--- config.mk ---
export PLATFORM = sky130hd
export DESIGN_NAME = key_gen_inv
export DESIGN_NICKNAME = d
export VERILOG_FILES = /design/src/rtl/key_gen_inv.sv
export SDC_FILE = /design/constraint.sdc
export NUM_CORES = 1
export LEC_CHECK = 0
export ABC_AREA = 1
export ABC_CLOCK_PERIOD_IN_PS = 2200
export BUFFER_PORTS_ARGS = -buffer_cell sky130_fd_sc_hd__buf_2
export CORE_ASPECT_RATIO = 0.7
export CORE_MARGIN = 8
export CORE_UTILIZATION = 52
export CTS_BUF_LIST = sky130_fd_sc_hd__clkbuf_8
export CTS_CLUSTER_DIAMETER = 100
export DETAILED_ROUTE_END_ITERATION = 8
export PLACE_DENSITY = 0.79
export SETUP_SLACK_MARGIN = 0.4
export SLEW_MARGIN = 10
export SYNTH_ARGS = -nofsm -noshare
export SYNTH_HDL_FRONTEND = slang
export SYNTH_HIERARCHICAL = 1
export SYNTH_SLANG_ARGS = --single-unit
--- constraint.sdc ---
create_clock -name clk -period 2.2 [get_ports clk]
set_clock_uncertainty 0.2 [all_clocks]
set_input_delay 0.66 -clock clk [delete_from_list [all_inputs] [get_ports clk]]
set_output_delay 0.66 -clock clk [all_outputs]
set_load 0.005 [all_outputs]
--- src/rtl/key_gen_inv.sv ---
// Inverse S-AES key schedule: loads K2 byte-serially, then emits K2, K1, K0 on a valid/ready port.
// Optional forward self-check of each backward step is enabled with `define KEYGEN_INV_CHECK_EN.

module s_box (
  input  logic [3:0] i_nib,
  output logic [3:0] o_nib
);
  always_comb begin
    o_nib = 4'h0;
    case (i_nib)
      4'h0: o_nib = 4'h9;
      4'h1: o_nib = 4'h4;
      4'h2: o_nib = 4'hA;
      4'h3: o_nib = 4'hB;
      4'h4: o_nib = 4'hD;
      4'h5: o_nib = 4'h1;
      4'h6: o_nib = 4'h8;
      4'h7: o_nib = 4'h5;
      4'h8: o_nib = 4'h6;
      4'h9: o_nib = 4'h2;
      4'hA: o_nib = 4'h0;
      4'hB: o_nib = 4'h3;
      4'hC: o_nib = 4'hC;
      4'hD: o_nib = 4'hE;
      4'hE: o_nib = 4'hF;
      4'hF: o_nib = 4'h7;
      default: o_nib = 4'h0;
    endcase
  end
endmodule

`ifdef KEYGEN_INV_CHECK_EN
module key_gen (
  input  logic [15:0] input_key,
  input  logic [7:0]  round_constant,
  output logic [15:0] output_key
);
  logic [3:0] w_s_lo;
  logic [3:0] w_s_hi;
  logic [7:0] w_g;
  logic [7:0] w_hi;

  s_box u_sbox_lo (.i_nib(input_key[3:0]), .o_nib(w_s_lo));
  s_box u_sbox_hi (.i_nib(input_key[7:4]), .o_nib(w_s_hi));

  always_comb begin
    w_g        = {w_s_lo ^ round_constant[7:4], w_s_hi ^ round_constant[3:0]};
    w_hi       = input_key[15:8] ^ w_g;
    output_key = {w_hi, input_key[7:0] ^ w_hi};
  end
endmodule
`endif

module key_gen_inv #(
  parameter logic [7:0] RC1 = 8'h80,
  parameter logic [7:0] RC2 = 8'h30
) (
  input  logic        clk,
  input  logic        rst_n,
  input  logic [7:0]  key_byte,
  input  logic        key_byte_valid,
  output logic        load_ready,
  output logic [15:0] rk_out,
  output logic [1:0]  rk_idx,
  output logic        rk_valid,
  input  logic        rk_ready,
  output logic        done,
  output logic        chk_err
);

  typedef enum logic [1:0] {S_HI, S_LO, S_OUT} state_t;

  state_t      r_state;
  state_t      w_state_nxt;
  logic [15:0] r_rk_out;
  logic [1:0]  r_rk_idx;
  logic        r_rk_valid;
  logic        r_done;

  logic [7:0]  w_prev_lo;
  logic [7:0]  w_prev_hi;
  logic [15:0] w_prev_key;
  logic [3:0]  w_s_lo;
  logic [3:0]  w_s_hi;
  logic [7:0]  w_rc;
  logic [7:0]  w_g;
  logic        w_accept;
  logic        w_hs;

  // Undo one forward step: lo is recovered first, then g() is re-run on it to strip hi.
  s_box u_sbox_lo (.i_nib(w_prev_lo[3:0]), .o_nib(w_s_lo));
  s_box u_sbox_hi (.i_nib(w_prev_lo[7:4]), .o_nib(w_s_hi));

  always_comb begin
    w_prev_lo  = r_rk_out[7:0] ^ r_rk_out[15:8];
    w_rc       = (r_rk_idx == 2'd2) ? RC2 : RC1;
    w_g        = {w_s_lo ^ w_rc[7:4], w_s_hi ^ w_rc[3:0]};
    w_prev_hi  = r_rk_out[15:8] ^ w_g;
    w_prev_key = {w_prev_hi, w_prev_lo};
  end

  always_comb begin
    w_accept = load_ready & key_byte_valid;
    w_hs     = r_rk_valid & rk_ready;
  end

  always_ff @(posedge clk or negedge rst_n) begin
    if (!rst_n) r_state <= S_HI;
    else        r_state <= w_state_nxt;
  end

  always_comb begin
    w_state_nxt = r_state;
    case (r_state)
      S_HI:    if (key_byte_valid) w_state_nxt = S_LO;
      S_LO:    if (key_byte_valid) w_state_nxt = S_OUT;
      S_OUT:   if (w_hs && (r_rk_idx == 2'd0)) w_state_nxt = S_HI;
      default: w_state_nxt = S_HI;
    endcase
  end

  always_comb begin
    load_ready = (r_state != S_OUT);
  end

  always_ff @(posedge clk or negedge rst_n) begin
    if (!rst_n) begin
      r_rk_out   <= '0;
      r_rk_idx   <= '0;
      r_rk_valid <= 1'b0;
      r_done     <= 1'b0;
    end else begin
      r_done <= 1'b0;
      case (r_state)
        S_HI: begin
          if (w_accept) r_rk_out[15:8] <= key_byte;
        end
        S_LO: begin
          if (w_accept) begin
            r_rk_out[7:0] <= key_byte;
            r_rk_idx      <= 2'd2;
            r_rk_valid    <= 1'b1;
          end
        end
        S_OUT: begin
          if (w_hs) begin
            if (r_rk_idx != 2'd0) begin
              r_rk_out <= w_prev_key;
              r_rk_idx <= r_rk_idx - 2'd1;
            end else begin
              r_rk_valid <= 1'b0;
              r_done     <= 1'b1;
            end
          end
        end
        default: ;
      endcase
    end
  end

  always_comb begin
    rk_out   = r_rk_out;
    rk_idx   = r_rk_idx;
    rk_valid = r_rk_valid;
    done     = r_done;
  end

`ifdef KEYGEN_INV_CHECK_EN
  logic [15:0] w_fwd_key;
  logic        r_chk_err;

  key_gen u_key_gen (
    .input_key      (w_prev_key),
    .round_constant (w_rc),
    .output_key     (w_fwd_key)
  );

  always_ff @(posedge clk or negedge rst_n) begin
    if (!rst_n)
      r_chk_err <= 1'b0;
    else if ((r_state == S_OUT) && w_hs && (r_rk_idx != 2'd0) && (w_fwd_key != r_rk_out))
      r_chk_err <= 1'b1;
  end

  always_comb chk_err = r_chk_err;
`else
  always_comb chk_err = 1'b0;
`endif

endmodule

-- After elaboration in Yosys (flattened, before gate mapping)
Memories as Yosys holds them, arrays and structs flattened.
Index checks and enable logic that the tools add are counted.
- mux-type cells: 21
- reductions and logical operators: 10
- $add $sub $neg: 1
- bitwise gates (word level): 6
- equality and inequality tests: 12
- operator list (kind ; number):
    $mux W16 ; 2
    $pmux W8 S2 ; 2
    $ne A2 B2 Y1 const B ; 9
    $mux W8 ; 2
    $xor A8 B8 Y8 ; 2
    $mux W2 ; 6
    $reduce_and A4 Y1 ; 3
    $xor A4 B4 Y4 ; 2
    $mux W1 ; 6
    $pmux W2 S3 ; 1
    $reduce_bool A2 Y1 ; 3
    $eq A2 B2 Y1 const B ; 2
    $logic_not A2 Y1 ; 2
    $pmux W2 S2 ; 1
    $reduce_and A3 Y1 ; 1
    $and A1 B1 Y1 ; 2
    $eq A2 B1 Y1 const B ; 1
    $pmux W1 S2 ; 1
    $sub A2 B1 Y2 const B ; 1
    $logic_and A1 B1 Y1 ; 1
- register bits: 22
- input port bits: 12
- memory bits (read-only): 128
- logic and storage cells: 58
- memories kept: 2
- memory list (memory ; depth ; bits a word ; read ports ; clocked after memory_dff ; write ports ; RTL line ; source):
    (name not given) ; 16 ; 4 ; 1 ; 0 ; 0 ; 10 ; case (i_nib)
    (name not given) ; 16 ; 4 ; 1 ; 0 ; 0 ; 10 ;

-- Depth between registers and ports, before layout
Gate-level depths: netlist of run 1.
- depth in word-level cells: 7
- gate-level depth with buffers: 12

-- Cells and area by module
The synthesis of run 1 kept the hierarchy.
- modules (own cells, without submodules) (module ; area each (µm²) ; times used ; cells each):
    key_gen_inv ; 1330.0 ; 1 ; 185
    s_box ; 216.5 ; 2 ; 36

-- Least setup slack after synthesis of run 1
Ideal clock, no wire load.
- kind: register to register
- from: register r_rk_out[9], in the netlist rk_out[9]
- to: register r_rk_out[12], in the netlist rk_out[12]
- buffers on the path: 0
- data required time: 1.923 ns
- setup time: 0.077 ns
- stages on the path, launching flop included: 13
- data arrival time: 1.766 ns
- clock period less this slack: 2.043 ns
- path slack: 0.157 ns
- cell sequence: dfrtp_1 -> xor2_1 -> inv_1 -> ha_1 -> nand2_1 -> nand3_1 -> nand2_1 -> inv_1 -> nand2_1 -> nand2_1 -> nand2_1 -> nand3_1 -> a21oi_1
- longest elaborated chain between the ends: 7
- RTL lines (what ; RTL line ; source):
    start, declared ; 75 ; logic [15:0] r_rk_out;
    start signal, assigned ; 136 ; if (w_accept) r_rk_out[15:8] <= key_byte;
    start signal, assigned ; 148 ; r_rk_out <= w_prev_key;
    $xor A8 B8 Y8 ; 95 ; w_prev_lo = r_rk_out[7:0] ^ r_rk_out[15:8];
    named net w_prev_lo[1] ; 80 ; logic [7:0] w_prev_lo;
    $mem_v2 Z16 W4 ; - ;
    named net w_s_lo[0] ; 83 ; logic [3:0] w_s_lo;
    $xor A4 B4 Y4 ; 97 ; w_g = {w_s_lo ^ w_rc[7:4], w_s_hi ^ w_rc[3:0]};
    $xor A8 B8 Y8 ; 98 ; w_prev_hi = r_rk_out[15:8] ^ w_g;
    $mux W16 ; 147 ; if (r_rk_idx != 2'd0) begin
    $mux W16 ; 146 ; if (w_hs) begin
    $pmux W8 S2 ; 134 ; case (r_state)
The timed path passes the listed nets, and every way through them passes these cells. The select of a mux whose other input is x is not followed.
A chain may end at the register's enable or synchronous reset.

-- Final worst setup path of run 1
- from: register r_rk_out[4], in the netlist rk_out[4]
- to: register r_rk_out[8], in the netlist rk_out[8]
- longest elaborated chain between the ends: 7
- RTL lines (what ; RTL line ; source):
    start signal, assigned ; 140 ; r_rk_out[7:0] <= key_byte;
    start signal, assigned ; 148 ;
    $xor A8 B8 Y8 ; 95 ;
    named net w_prev_lo[4] ; 80 ;
    $mem_v2 Z16 W4 ; - ;
    named net w_s_hi[0] ; 84 ; logic [3:0] w_s_hi;
    $xor A4 B4 Y4 ; 97 ;
    $xor A8 B8 Y8 ; 98 ;
    $mux W16 ; 147 ;
    $mux W16 ; 146 ;
    $pmux W8 S2 ; 134 ;
The timed path passes the listed nets, and every way through them passes these cells. The select of a mux whose other input is x is not followed.

==> flow_summary.yaml, run 1 <==
routing:
  vias_per_cell: 5.31
  ant_nets: 0
  vias: 1874
  drtIter0Drc: 129
  dr.pass1.iters: 4
  drc: 0
  drt-total-wl_um: 5470
  wl_per_cell_um: 15.5
clocking:
  cts_buffers: 3
  clk_latency_ns: 0.27
  path_clk_slew_ns: 0.09
  ctsHoldBuffers: 0
  clock_sinks: 22
  tritoncts: "done"
  cts_root_buf: "clkbuf_8"
  cts_buffer_depth: 2
  htree_levels: 1
timing:
  max_freq_ghz: 0.502
  whs_ns: 0.149
  rsz0062_at_grt: "true"
  final.setup.tns_ns: 0
  slew_headroom_pct: 66.2
  fin_crit_sh_pct: 90.6
  finalCriticalPeriod_ns: 1.99
  setup_viol: 0
  hold_violations: 0
  report.final.slew_viol_count: 0
  worst_pin_slew_ns: 0.507
layout:
  fillers: 240
  final_cell_mix: "nand2_1, buf_2, buf_4"
  n_antenna_cell: 0
  final_common_cell: "nand2_1"
  final_util_pct: 76.8
  area_growth_pct: 39.0
  nets: 344
  drive_above_1_share_pct: 37.8
critical_path:
  r2r_slack_ns: 0.21
  crit_start: "rk_out[4]"
  required_ns: 2.16
  worst_setup_path_end_kind: "flip-flop"
  arrival_ns: 1.95
  cp-start-kind: "flip-flop"
  r2r_start: "rk_out[4]"
  criticalPathCategory: "reg2reg"
  critical_path.max_fanout: 4
logic_synthesis:
  avgSynthCellArea_um2: 6.86
  synth_cell_type_count: 22
  yosys_warnings: 6
  synth_area_leaders: "dfrtp_1, nand2_1, ha_1"
  yosysTopAreaCell: "dfrtp_1"
  synthesis.nets: 285
  synth_cells: 257
  synth_top_area_share_pct: 31.2
  ys_seq_area_share_pct: 31.2
  synth_seq_cells: 22
  synth_area_um2: 1760
status:
  status: "completed"
global_routing:
  grt_pass1_vias: 1676
  grt.busiest_layer: "met2"
  grt_pass1_wl_um: 7970
  antenna_found_initial: 0
  grt_max_degree: 23
  grt.total_usage_pct: 17.6
  grt_util_met1_pct: 23.0
  gr-total-overflow: 0
  met3_usage_pct: 5.03
  grtUsageMet2_pct: 28.4
die:
  die_y_um: 64.7
  ios: 34
  dieArea_um2: 5540
  start_util_pct: 55.3
  design.core.area_um2: 3190
  fp-row-count: 17
  dieWidth_um: 85.6
run:
  drv_cap: 0
worst_hold_path:
  hold_class: "in2async"
place:
  portBuffers: 32
  routabilityCongestion: 0.878
  hpwl_um: 3490
state kept, by name (all words and copies together) (netlist names):
name,count
done,1
r_state,2
rk_idx,2
rk_out,16
rk_valid,1
synth_stat cells, drive strengths merged:
cell	instances
inv	31
ha	16
nand3	22
nor2	10
buf	6
dfrtp	22
nand2	114
xor2	8
conb	1
o21ai	12
or2	2
a21oi	8
xnor2	5
cells by family (layout without fill, tap and decap cells):
group	after synthesis	after routing	share of synthesized area [%]
AO/OA/AOI/OAI	20	20	6.74
XOR/XNOR	13	13	6.46
adder cells (fa/ha/maj)	16	16	11.4
buffers and inverters	37	95	9.65
flip-flops	22	22	31.2
other	1	1	0.213
AND/OR/NAND/NOR	148	148	34.4
worst max-delay path, cell delays in order (launching register included):
cell	delay, ns
dfrtp_2	0.46
xor2_4	0.26
inv_4	0.09
ha_4	0.27
nand2_1	0.07
nand3_1	0.08
nand2_1	0.07
xnor2_1	0.15
o21ai_1	0.07
nand2_1	0.08
nand2_1	0.07
path summary, 6_finish.rpt:
check                           depth (start not counted)         end
worst max-delay path                                   10   rk_out[8]
worst min-delay path                                    1  rk_out[15]
worst max register to register                         10   rk_out[8]
worst min register to register                          2   rk_idx[0]
max in group asynchronous                               1   rk_out[8]
min in group clk                                        2   rk_idx[0]
metal layers:
layer | share of wire (%) | routed length (µm) | vias to the layer above
li1 | - | - | 903
met1 | 43 | 2380 | 865
met2 | 47 | 2540 | 89
met3 | 7.9 | 434 | 17
met4 | 2.0 | 110 | 0
met5 | 0 | 0 | -
final cells by class:
cell class                      count  area [µm²]  share of cell area, %
Inverter                           31         121                   4.95
Tap cell                           38        47.5                   1.94
Timing Repair Buffer               60         414                   16.9
Multi-Input combinational cell    198        1240                   50.5
Sequential cell                    22         559                   22.8
Clock buffer                        3        41.3                   1.68
Clock inverter                      1        30.0                   1.23
per-stage QoR:
step | setup slack [ns] | instance area (µm²) | instances
2_1_floorplan | 0.339 | 1810 | 257
3_3_place_gp | 0.174 | 2020 | 329
3_5_place_dp | 0.157 | 2020 | 329
4_1_cts | 0.286 | 2230 | 342
5_1_grt | 0.102 | 2450 | 353
6_report | 0.207 | 2450 | 353
repair_timing:
| action | 4_1_cts | 5_1_grt |
|---|---|---|
| pin swaps | 13 | 20 |
| gates resized for setup | 21 | 36 |
| buffers inserted | 9 | 11 |
| setup endpoints to repair | 9 | 21 |
Power of run 1 is not shown: default switching activity piles up to over one toggle a cycle in this logic, so the estimate is an artifact.
==> inputs of run 2 (changes only) <==
Settings changed: RECOVER_POWER from default to 100.
==> run 2 against run 1 <==
  * Core utilization fell by 1.3 points
  * Register-to-register slack worse by 0.06 ns
  * Global-route usage unchanged
  * Die area did not move
  * Count of clock-buffer cells in the layout did not move
  * Largest cell class unchanged
==> flow_summary.yaml, run 2 (synthesis results as in run 1) <==
timing:
  finalCriticalPeriod_ns: 2.05
  hold_violations: 0
  report.final.slew_viol_count: 0
  rsz0062_at_grt: "true"
  fin_crit_sh_pct: 93.3
  final.setup.tns_ns: 0
  slew_headroom_pct: 18.0
  setup_viol: 0
  max_freq_ghz: 0.487
  worst_pin_slew_ns: 1.23
  whs_ns: 0.323
critical_path:
  required_ns: 2.16
  cp-start-kind: "flip-flop"
  max_stage_delay_ns: 0.38
  critical_path.max_fanout: 11
  worst_setup_path_end_kind: "flip-flop"
  worstReg2RegEnd: "rk_out[1]"
  critPathBufInv: 2
  path_delay_family: "compound AO/OA/AOI/OAI gates"
  r2r_start: "rk_idx[0]"
  crit_top_cell: "nand2_1"
  criticalPathCategory: "reg2reg"
  arrival_ns: 2.01
  path_cells: "inv_1, ha_1, o21ai_2, o21ai_0, clkbuf_2, nand2_1, nand2_1"
  r2r_slack_ns: 0.15
  reg2regPathDepth: 7
  slowest_stage: "dfrtp_1"
layout:
  nets: 344
  area_growth_pct: 36.6
  largest_register_ff_count: 16
  n_antenna_cell: 0
  regArea_um2: 553
  final_cell_mix: "nand2_1, inv_1, buf_2"
  final_common_cell: "nand2_1"
  drive_above_1_share_pct: 32.4
  fillers: 252
  multi_input_area_um2: 1230
die:
  design.core.area_um2: 3190
  ios: 34
  dieWidth_um: 85.6
  dieArea_um2: 5540
  fp-row-count: 17
  die_y_um: 64.7
  start_util_pct: 55.3
clocking:
  cts_buffers: 3
  path_clk_slew_ns: 0.09
  cts_buffer_depth: 2
  htree_levels: 1
  tritoncts: "done"
  ctsHoldBuffers: 0
  cts_root_buf: "clkbuf_8"
  clk_latency_ns: 0.27
  clock_sinks: 22
global_routing:
  gr-total-overflow: 0
  grt_pass1_vias: 1676
  grt.total_usage_pct: 17.6
  grt_max_degree: 23
  grt_pass1_wl_um: 7970
  antenna_found_initial: 0
routing:
  vias_per_cell: 5.36
  drt-total-wl_um: 5480
  vias: 1891
  wl_per_cell_um: 15.5
  drtIter0Drc: 158
  dr.pass1.iters: 4
  ant_nets: 0
  drc: 0
worst_hold_path:
  hp-start: "rk_idx[0]"
  hold_end: "rk_idx[0]"
  hold_class: "reg2reg"
  hold_depth: 2
place:
  hpwl_um: 3490
  portBuffers: 32
  routabilityCongestion: 0.878
run:
  drv_cap: 0
status:
  status: "completed"
run 2: cell count changes in the layout (fill, tap and decap cells not counted), sizes merged:
cell	delta
buf	-12
clkbuf	+12
run 2: worst max path at each step:
stage,startpoint,to,cells past startpoint
after floorplan,rk_out[1],rk_out[14],10
after global placement,rk_out[13],rk_out[10],10
after detailed placement,rk_out[13],rk_out[10],10
after CTS,rk_out[13],rk_out[10],10
after global routing,rk_out[14],rk_out[9],10
final,rk_idx[0],rk_out[1],7
run 2: repair_timing:
item | 4_1_cts | 5_1_grt
resized for setup | 21 | 36
setup buffers | 9 | 11
pin swaps | 13 | 20
setup endpoints to repair | 9 | 21
run 2: layer usage:
layer / vias up / GRT usage [%] / share of wire, %
li1: 902 / - / -
met1: 881 / 23.0 / 43
met2: 85 / 28.4 / 47
met3: 23 / 5.03 / 8.1
met4: 0 / 3.26 / 2.5
met5: - / 0 / 0
run 2: area by class of cell:
class / instances / share of cell area, %
multi-input cells: 198 / 50.9
flip-flops and latches: 22 / 23.0
repair buffers: 60 / 16.2
inverters: 31 / 5.04
well taps: 38 / 1.97
clock buffers: 3 / 1.71
clock inverters: 1 / 1.25
run 2: stage by stage:
stage	utilization [%]	cell area, µm²	worst slack, ns	cells
2_1_floorplan	-	1810	0.339	257
3_3_place_gp	63.4	2020	0.174	329
3_5_place_dp	63.4	2020	0.157	329
4_1_cts	70.0	2230	0.286	342
5_1_grt	75.5	2410	0.0483	353
6_report	75.5	2410	0.148	353
run 2: worst min-delay path, cell delays in order (launching register included):
cell,delay [ns]
dfrtp_1,0.38
nand2_1,0.07
nand2_1,0.05
Power of run 2 is left out for the same reason.
